<file path="config.mk">
export PLATFORM = sky130hd
export DESIGN_NAME = hack_vga_screen
export DESIGN_NICKNAME = d
export VERILOG_FILES = /design/src/rtl/hack_vga_screen.sv
export SDC_FILE = /design/constraint.sdc
export NUM_CORES = 1
export LEC_CHECK = 0
export CAP_MARGIN = 0
export CORE_MARGIN = 3
export CORE_UTILIZATION = 54
export DETAILED_ROUTE_END_ITERATION = 10
export PLACE_DENSITY = 0.78
export SLEW_MARGIN = 20
export SYNTH_ARGS = -nofsm -noshare
export SYNTH_HDL_FRONTEND = slang
export SYNTH_SLANG_ARGS = --single-unit
</file>
<file path="constraint.sdc">
create_clock -name clk -period 5.5 [get_ports clk]
set_input_delay 1.1 -clock clk [delete_from_list [all_inputs] [get_ports clk]]
set_output_delay 1.1 -clock clk [all_outputs]
set_load 0.02 [all_outputs]
</file>
<file path="src/rtl/hack_vga_screen.sv">
// VGA scan-out for the 1-bpp Hack screen: programmable timing, fixed-latency word
// fetch into a shift register, and a bordered screen window inside the active area.
module hack_vga_screen #(
  parameter int RGB_WIDTH = 10,
  parameter int H_ACTIVE  = 640,
  parameter int H_FP      = 16,
  parameter int H_SYNC    = 96,
  parameter int H_BP      = 48,
  parameter int V_ACTIVE  = 480,
  parameter int V_FP      = 10,
  parameter int V_SYNC    = 2,
  parameter int V_BP      = 33,
  parameter int HS_POL    = 0,
  parameter int VS_POL    = 0,
  parameter int SCR_W     = 512,
  parameter int SCR_H     = 256,
  parameter int X_OFF     = 64,
  parameter int Y_OFF     = 112,
  parameter int RD_LAT    = 2,
  parameter logic [3*RGB_WIDTH-1:0] BORDER_RGB = '0
) (
  input  logic                 clk,
  input  logic                 reset_n,
  output logic                 rd_req,
  output logic [12:0]          rd_addr,
  input  logic [15:0]          rd_data,
  output logic [RGB_WIDTH-1:0] r,
  output logic [RGB_WIDTH-1:0] g,
  output logic [RGB_WIDTH-1:0] b,
  output logic                 hsync,
  output logic                 vsync,
  output logic                 blank_n,
  output logic                 frame_start,
  output logic                 vblank
);
  localparam int HT  = H_ACTIVE + H_FP + H_SYNC + H_BP;
  localparam int VT  = V_ACTIVE + V_FP + V_SYNC + V_BP;
  localparam int HW  = $clog2(HT);
  localparam int VW  = $clog2(VT);
  localparam int WPL = SCR_W / 16;
  localparam int CW  = 3 * RGB_WIDTH;
  localparam logic HS_ON = (HS_POL != 0);
  localparam logic VS_ON = (VS_POL != 0);

  if (RD_LAT < 1 || RD_LAT > 14) begin : g_bad_lat
    $error("RD_LAT must be within 1..14");
  end
  if (SCR_W % 16 != 0) begin : g_bad_scr_w
    $error("SCR_W must be a multiple of 16");
  end
  if (X_OFF < RD_LAT + 1) begin : g_bad_x_off
    $error("X_OFF must be at least RD_LAT+1");
  end
  if (X_OFF + SCR_W > H_ACTIVE) begin : g_bad_x_fit
    $error("screen does not fit horizontally");
  end
  if (Y_OFF + SCR_H > V_ACTIVE) begin : g_bad_y_fit
    $error("screen does not fit vertically");
  end

  // started holds the counters at 0,0 for one clock after reset so the first
  // frame_start pulse is visible in counter time.
  logic          started;
  logic [HW-1:0] h_cnt, h_nxt;
  logic [VW-1:0] v_cnt, v_nxt;
  int            hc, vc, hn, vn, sx, sy, fx, fy;
  logic          in_win, active, hs_act, vs_act, fetch, take;
  logic [15:0]   sreg;
  logic [RD_LAT-1:0] rd_pipe;
  logic [CW-1:0] pix;

  assign hc = 32'(h_cnt);
  assign vc = 32'(v_cnt);
  assign hn = 32'(h_nxt);
  assign vn = 32'(v_nxt);

  always_comb begin : next_count
    h_nxt = h_cnt;
    v_nxt = v_cnt;
    if (started) begin
      if (hc == HT - 1) begin
        h_nxt = '0;
        if (vc == VT - 1) v_nxt = '0;
        else              v_nxt = v_cnt + VW'(1);
      end else begin
        h_nxt = h_cnt + HW'(1);
      end
    end
  end

  assign sx     = hc - X_OFF;
  assign sy     = vc - Y_OFF;
  assign in_win = (sx >= 0) && (sx < SCR_W) && (sy >= 0) && (sy < SCR_H);
  assign active = (hc < H_ACTIVE) && (vc < V_ACTIVE);
  assign hs_act = (hc >= H_ACTIVE + H_FP) && (hc < H_ACTIVE + H_FP + H_SYNC);
  assign vs_act = (vc >= V_ACTIVE + V_FP) && (vc < V_ACTIVE + V_FP + V_SYNC);

  assign frame_start = started && (hc == 0) && (vc == 0);
  assign vblank      = (vc >= V_ACTIVE);

  // Read port: rd_req is a one-cycle strobe with rd_addr valid in the same cycle;
  // there is no back-pressure, and rd_data is valid exactly RD_LAT clocks later.
  // The request is decided from the next counter value so it is registered yet
  // still lands on h_cnt = X_OFF + 16k - RD_LAT - 1.
  assign fx    = hn - X_OFF + RD_LAT + 1;
  assign fy    = vn - Y_OFF;
  assign fetch = (fx >= 0) && (fx < SCR_W) && (fx % 16 == 0) && (fy >= 0) && (fy < SCR_H);

  if (RD_LAT == 1) begin : g_pipe_one
    always_ff @(posedge clk or negedge reset_n) begin
      if (!reset_n) rd_pipe <= '0;
      else          rd_pipe <= rd_req;
    end
  end else begin : g_pipe_many
    always_ff @(posedge clk or negedge reset_n) begin
      if (!reset_n) rd_pipe <= '0;
      else          rd_pipe <= {rd_pipe[RD_LAT-2:0], rd_req};
    end
  end
  assign take = rd_pipe[RD_LAT-1];

  always_comb begin : colour
    pix = '0;
    if (active) begin
      if (!in_win)      pix = BORDER_RGB;
      else if (sreg[0]) pix = '0;
      else              pix = '1;
    end
  end

  always_ff @(posedge clk or negedge reset_n) begin
    if (!reset_n) begin
      started <= 1'b0;
      h_cnt   <= '0;
      v_cnt   <= '0;
      rd_req  <= 1'b0;
      rd_addr <= '0;
      sreg    <= '0;
      r       <= '0;
      g       <= '0;
      b       <= '0;
      blank_n <= 1'b0;
      hsync   <= ~HS_ON;
      vsync   <= ~VS_ON;
    end else begin
      started <= 1'b1;
      h_cnt   <= h_nxt;
      v_cnt   <= v_nxt;
      rd_req  <= fetch;
      if (fetch) rd_addr <= 13'(fy * WPL + fx / 16);
      if (started) begin
        // A fresh word replaces the last pixel of the previous word, already shown.
        if (take)        sreg <= rd_data;
        else if (in_win) sreg <= sreg >> 1;
        {r, g, b} <= pix;
        blank_n   <= active;
        hsync     <= hs_act ? HS_ON : ~HS_ON;
        vsync     <= vs_act ? VS_ON : ~VS_ON;
      end
    end
  end
endmodule

</file>
==> results of run 1 <==
==> cell families (layout without fill, tap and decap cells) <==
kind of cell	Yosys count	count (layout)	share of synthesized area, %
buf+inv	71	114	10.33
simple gates	130	130	18.63
flops	57	57	37.32
other cells	1	1	0.09795
compound gates	72	72	11.63
fa+ha+maj	19	19	6.209
xor+xnor	29	29	6.634
mux	31	31	9.150
==> worst max-delay path, stage by stage (launching register included) <==
cell,delay [ns]
sky130_fd_sc_hd__dfrtp_1,0.51
sky130_fd_sc_hd__ha_1,0.29
sky130_fd_sc_hd__nand4_1,0.18
sky130_fd_sc_hd__buf_4,0.21
sky130_fd_sc_hd__a2111oi_0,0.38
sky130_fd_sc_hd__buf_4,0.19
sky130_fd_sc_hd__nor2_1,0.11
sky130_fd_sc_hd__or3_1,0.37
sky130_fd_sc_hd__or2_2,0.36
sky130_fd_sc_hd__nor2_1,0.13
sky130_fd_sc_hd__ha_1,0.17
sky130_fd_sc_hd__ha_1,0.19
sky130_fd_sc_hd__nor2b_1,0.24
sky130_fd_sc_hd__and2_1,0.19
sky130_fd_sc_hd__or4b_2,0.64
sky130_fd_sc_hd__a31oi_2,0.29
sky130_fd_sc_hd__a31oi_1,0.14
sky130_fd_sc_hd__xnor2_1,0.14
sky130_fd_sc_hd__mux2_4,0.26
==> placed cells by master, fill, tap and decap left out, types with 3 or more instances in the layout <==
cell / count
sky130_fd_sc_hd__or3_1: 4
sky130_fd_sc_hd__a31oi_1: 5
sky130_fd_sc_hd__nand2_1: 15
sky130_fd_sc_hd__inv_1: 23
sky130_fd_sc_hd__mux2_2: 4
sky130_fd_sc_hd__nor3_1: 13
sky130_fd_sc_hd__nand4_1: 6
sky130_fd_sc_hd__clkdlybuf4s50_1: 65
sky130_fd_sc_hd__xor2_1: 12
sky130_fd_sc_hd__nand3_1: 13
sky130_fd_sc_hd__or2_2: 5
sky130_fd_sc_hd__mux2_4: 7
sky130_fd_sc_hd__o21ai_0: 16
sky130_fd_sc_hd__and3_1: 4
sky130_fd_sc_hd__and2_1: 4
sky130_fd_sc_hd__nor2_1: 37
sky130_fd_sc_hd__buf_4: 9
sky130_fd_sc_hd__ha_1: 19
sky130_fd_sc_hd__nor2b_1: 3
sky130_fd_sc_hd__dfrtp_1: 55
sky130_fd_sc_hd__mux2i_1: 20
sky130_fd_sc_hd__a21oi_1: 30
sky130_fd_sc_hd__nor4_1: 6
sky130_fd_sc_hd__clkbuf_8: 10
sky130_fd_sc_hd__xnor2_1: 17
sky130_fd_sc_hd__and4b_1: 4
==> how the worst min path moves through the flow <==
stage | cells past startpoint | end | from
floorplan | 0 | rd_pipe[1] | rd_pipe[0]
global placement | 0 | rd_pipe[1] | rd_pipe[0]
detailed placement | 0 | rd_pipe[1] | rd_pipe[0]
CTS | 0 | rd_pipe[1] | rd_pipe[0]
global route | 0 | rd_pipe[1] | rd_pipe[0]
finish | 0 | rd_pipe[1] | rd_pipe[0]
==> metrics by stage <==
| stage | setup WS, ns | cell area, um^2 | setup TNS, ns |
|---|---|---|---|
| global placement | 0.4424 | 4355 | 0 |
| finish | 0.3690 | 4568 | 0 |
| global route | -0.001179 | 4568 | -0.001179 |
| CTS | 0.1402 | 4552 | 0 |
| floorplan | 0.6434 | 3829 | 0 |
| detailed placement | 0.1846 | 4355 | 0 |
==> layout make-up <==
class                   count  area [um^2]  area share (%)
well taps                  96        120.1           2.629
clock buffers              11        141.4           3.095
inverters                  23        86.33           1.890
flip-flops and latches     57         1429           31.28
multi-input cells         282         2013           44.07
clock inverters             5        55.05           1.205
repair buffers             75        723.2           15.83
==> power by group <==
part | switching (mW) | leakage, nW | internal [mW]
logic | 0.180 | 1.17 | 0.162
registers | 0.0433 | 0.690 | 0.438
clock network | 0.171 | 0.0953 | 0.220
total | 0.394 | 1.95 | 0.819
==> what timing repair did <==
action	4_1_cts	5_1_grt
gates resized for setup	0	2
endpoints found under the setup margin	0	3
buffers inserted	0	1
==> layer usage <==
| metal | wire [um] | vias to the layer above | share of wire, % |
|---|---|---|---|
| met1 | 3776 | 1433 | 46 |
| met4 | 131 | 0 | 1.6 |
| met2 | 3786 | 90 | 46 |
| met3 | 449 | 14 | 5.5 |
| li1 | - | 1474 | - |
| met5 | 0 | - | 0 |
==> flip-flops by register name (all words and copies together), names as in the netlist, 2 cells and up <==
name and flops:
h_cnt 10, rd_addr 13, rd_pipe 2, sreg 16
v_cnt 10
==> impl_metrics.json, run 1 <==
{
  "clock-root-buffer": "sky130_fd_sc_hd__clkbuf_8",
  "grt-ovfl-total": 0,
  "synth.ff_latch_count": 57,
  "initial_utilization_pct": 56.04,
  "crit_path_start": "h_cnt[0]",
  "core_region_area_um2": 6832,
  "grt_use_met1_pct": 26.84,
  "grt_max_degree": 58,
  "outcome": "completed",
  "postRouteWirelength_um": 8143,
  "first_pass_detailed_route_iteration_total": 4,
  "tritoncts.num_buffers": 9,
  "yosys_warnings": 0,
  "placed_cells": 532,
  "first_pass_grt_wire_length_um": 13820,
  "mappedNetlistNets": 447,
  "floorplan.io_pins": 67,
  "vias_in_the_first_global_route": 2908,
  "timing_worst_setup_path_type": "reg2reg",
  "detail_route.vias_per_cell": 5.485,
  "grt_antenna_before_repair": 0,
  "netlist_area_um2": 3829,
  "final-instance-count-excl-fill": 549,
  "max_clock_freq_mhz": 194.9,
  "io_buffer_count": 66,
  "remaining_drc_errors": 0,
  "cts_tree": "done",
  "tightest_slew_ns": 0.8620,
  "maxSlewHeadroom_pct": 42.53,
  "worstHoldPathType": "reg2reg",
  "worst-r2r-setup-slack_ns": 0.37,
  "worstSetupEndpointType": "register",
  "critical_path.max_fanout": 10,
  "setup.worst_path.start_class": "register",
  "path_clk_slew_ns": 0.07,
  "post-synth-top-count-cell": "sky130_fd_sc_hd__dfrtp_1",
  "number_of_clock_sinks": 57,
  "r2r_cells": 18,
  "worst-endpoint-arrival_ns": 5.36,
  "peakVddDrop_uv": 140.8,
  "die_w_um": 90.20,
  "drtIter0Drc": 139,
  "postCtsHoldBufs": 0,
  "postSynthCellCount": 410,
  "drv_cap": 0,
  "report.final.slew_viol_count": 0,
  "worstReg2RegStart": "h_cnt[0]",
  "filler_cell_count": 567,
  "yosysSeqAreaShare_pct": 37.32,
  "synth_largest_area_cell": "sky130_fd_sc_hd__dfrtp_1",
  "final_layout_size_suffix_gt1_share_pct": 12.58,
  "power_per_cell_area_nw_per_um2": 265.7,
  "grt_util_met3_pct": 5.690,
  "final-hold-violation-count": 0,
  "p_leak_nw": 1.953,
  "rows": 30,
  "final-setup-viol-count": 0,
  "finalClockSkew_ns": 0.009315,
  "cts_max_level": 3,
  "floorplan_die_area_um2": 8136,
  "avgRoutedWirePerCell_um": 14.83,
  "design_power_total_mw": 1.214,
  "syn_area_per_cell_um2": 9.338,
  "dp_hpwl_um": 5851,
  "post_synth_main_area_contributors": "sky130_fd_sc_hd__dfrtp_1 36%, sky130_fd_sc_hd__ha_1 6.2%, sky130_fd_sc_hd__buf_4 5.9%",
  "utilization_pct": 66.87,
  "cts.path.max_buffers": 2,
  "period_minus_slack_ns": 5.131,
  "globalplace.congestion": 0.8302,
  "grt.busiest_layer": "met2",
  "die_span_in_y_um": 90.20,
  "async_flop_share_pct": 100.0,
  "drtAntennaViolNets": 0,
  "antennaDiodeCount": 0,
  "critPathRequiredTime_ns": 5.72,
  "worstSetupEndpoint": "rd_addr[10]",
  "synth.top_cell.area_share_pct": 35.95,
  "fin_worst_hold_slack_ns": 0.3549,
  "ys_types": 58,
  "area_delta_synth_final_pct": 19.31,
  "grt_usage_pct": 20.82,
  "netlist_top_cells_count": "55 x sky130_fd_sc_hd__dfrtp_1, 38 x sky130_fd_sc_hd__nor2_1, 30 x sky130_fd_sc_hd__a21oi_1, 30 x sky130_fd_sc_hd__buf_4, 23 x sky130_fd_sc_hd__inv_1",
  "insertion_delay_ns": 0.34,
  "design.final.nets": 485,
  "synth_edf_count": 0,
  "timing.final.crit_share_pct": 93.29,
  "worstReg2RegEnd": "rd_addr[10]",
  "ys.flop_type": "sky130_fd_sc_hd__dfrtp_1",
  "groute.layer.met2.usage_pct": 33.48,
  "total_number_of_vias": 3011
}
No activity file was read; power rests on OpenSTA's default activity.
==> run 2, diff against run 1 <==
==> constraint.sdc (replaced) <==
create_clock -name clk -period 5.5 [get_ports clk]
set_input_delay 0.55 -clock clk [delete_from_list [all_inputs] [get_ports clk]]
set_output_delay 0.55 -clock clk [all_outputs]
set_load 0.02 [all_outputs]
==> results of run 2 <==
Same layout as run 1 (identical final DEF). Status: completed.
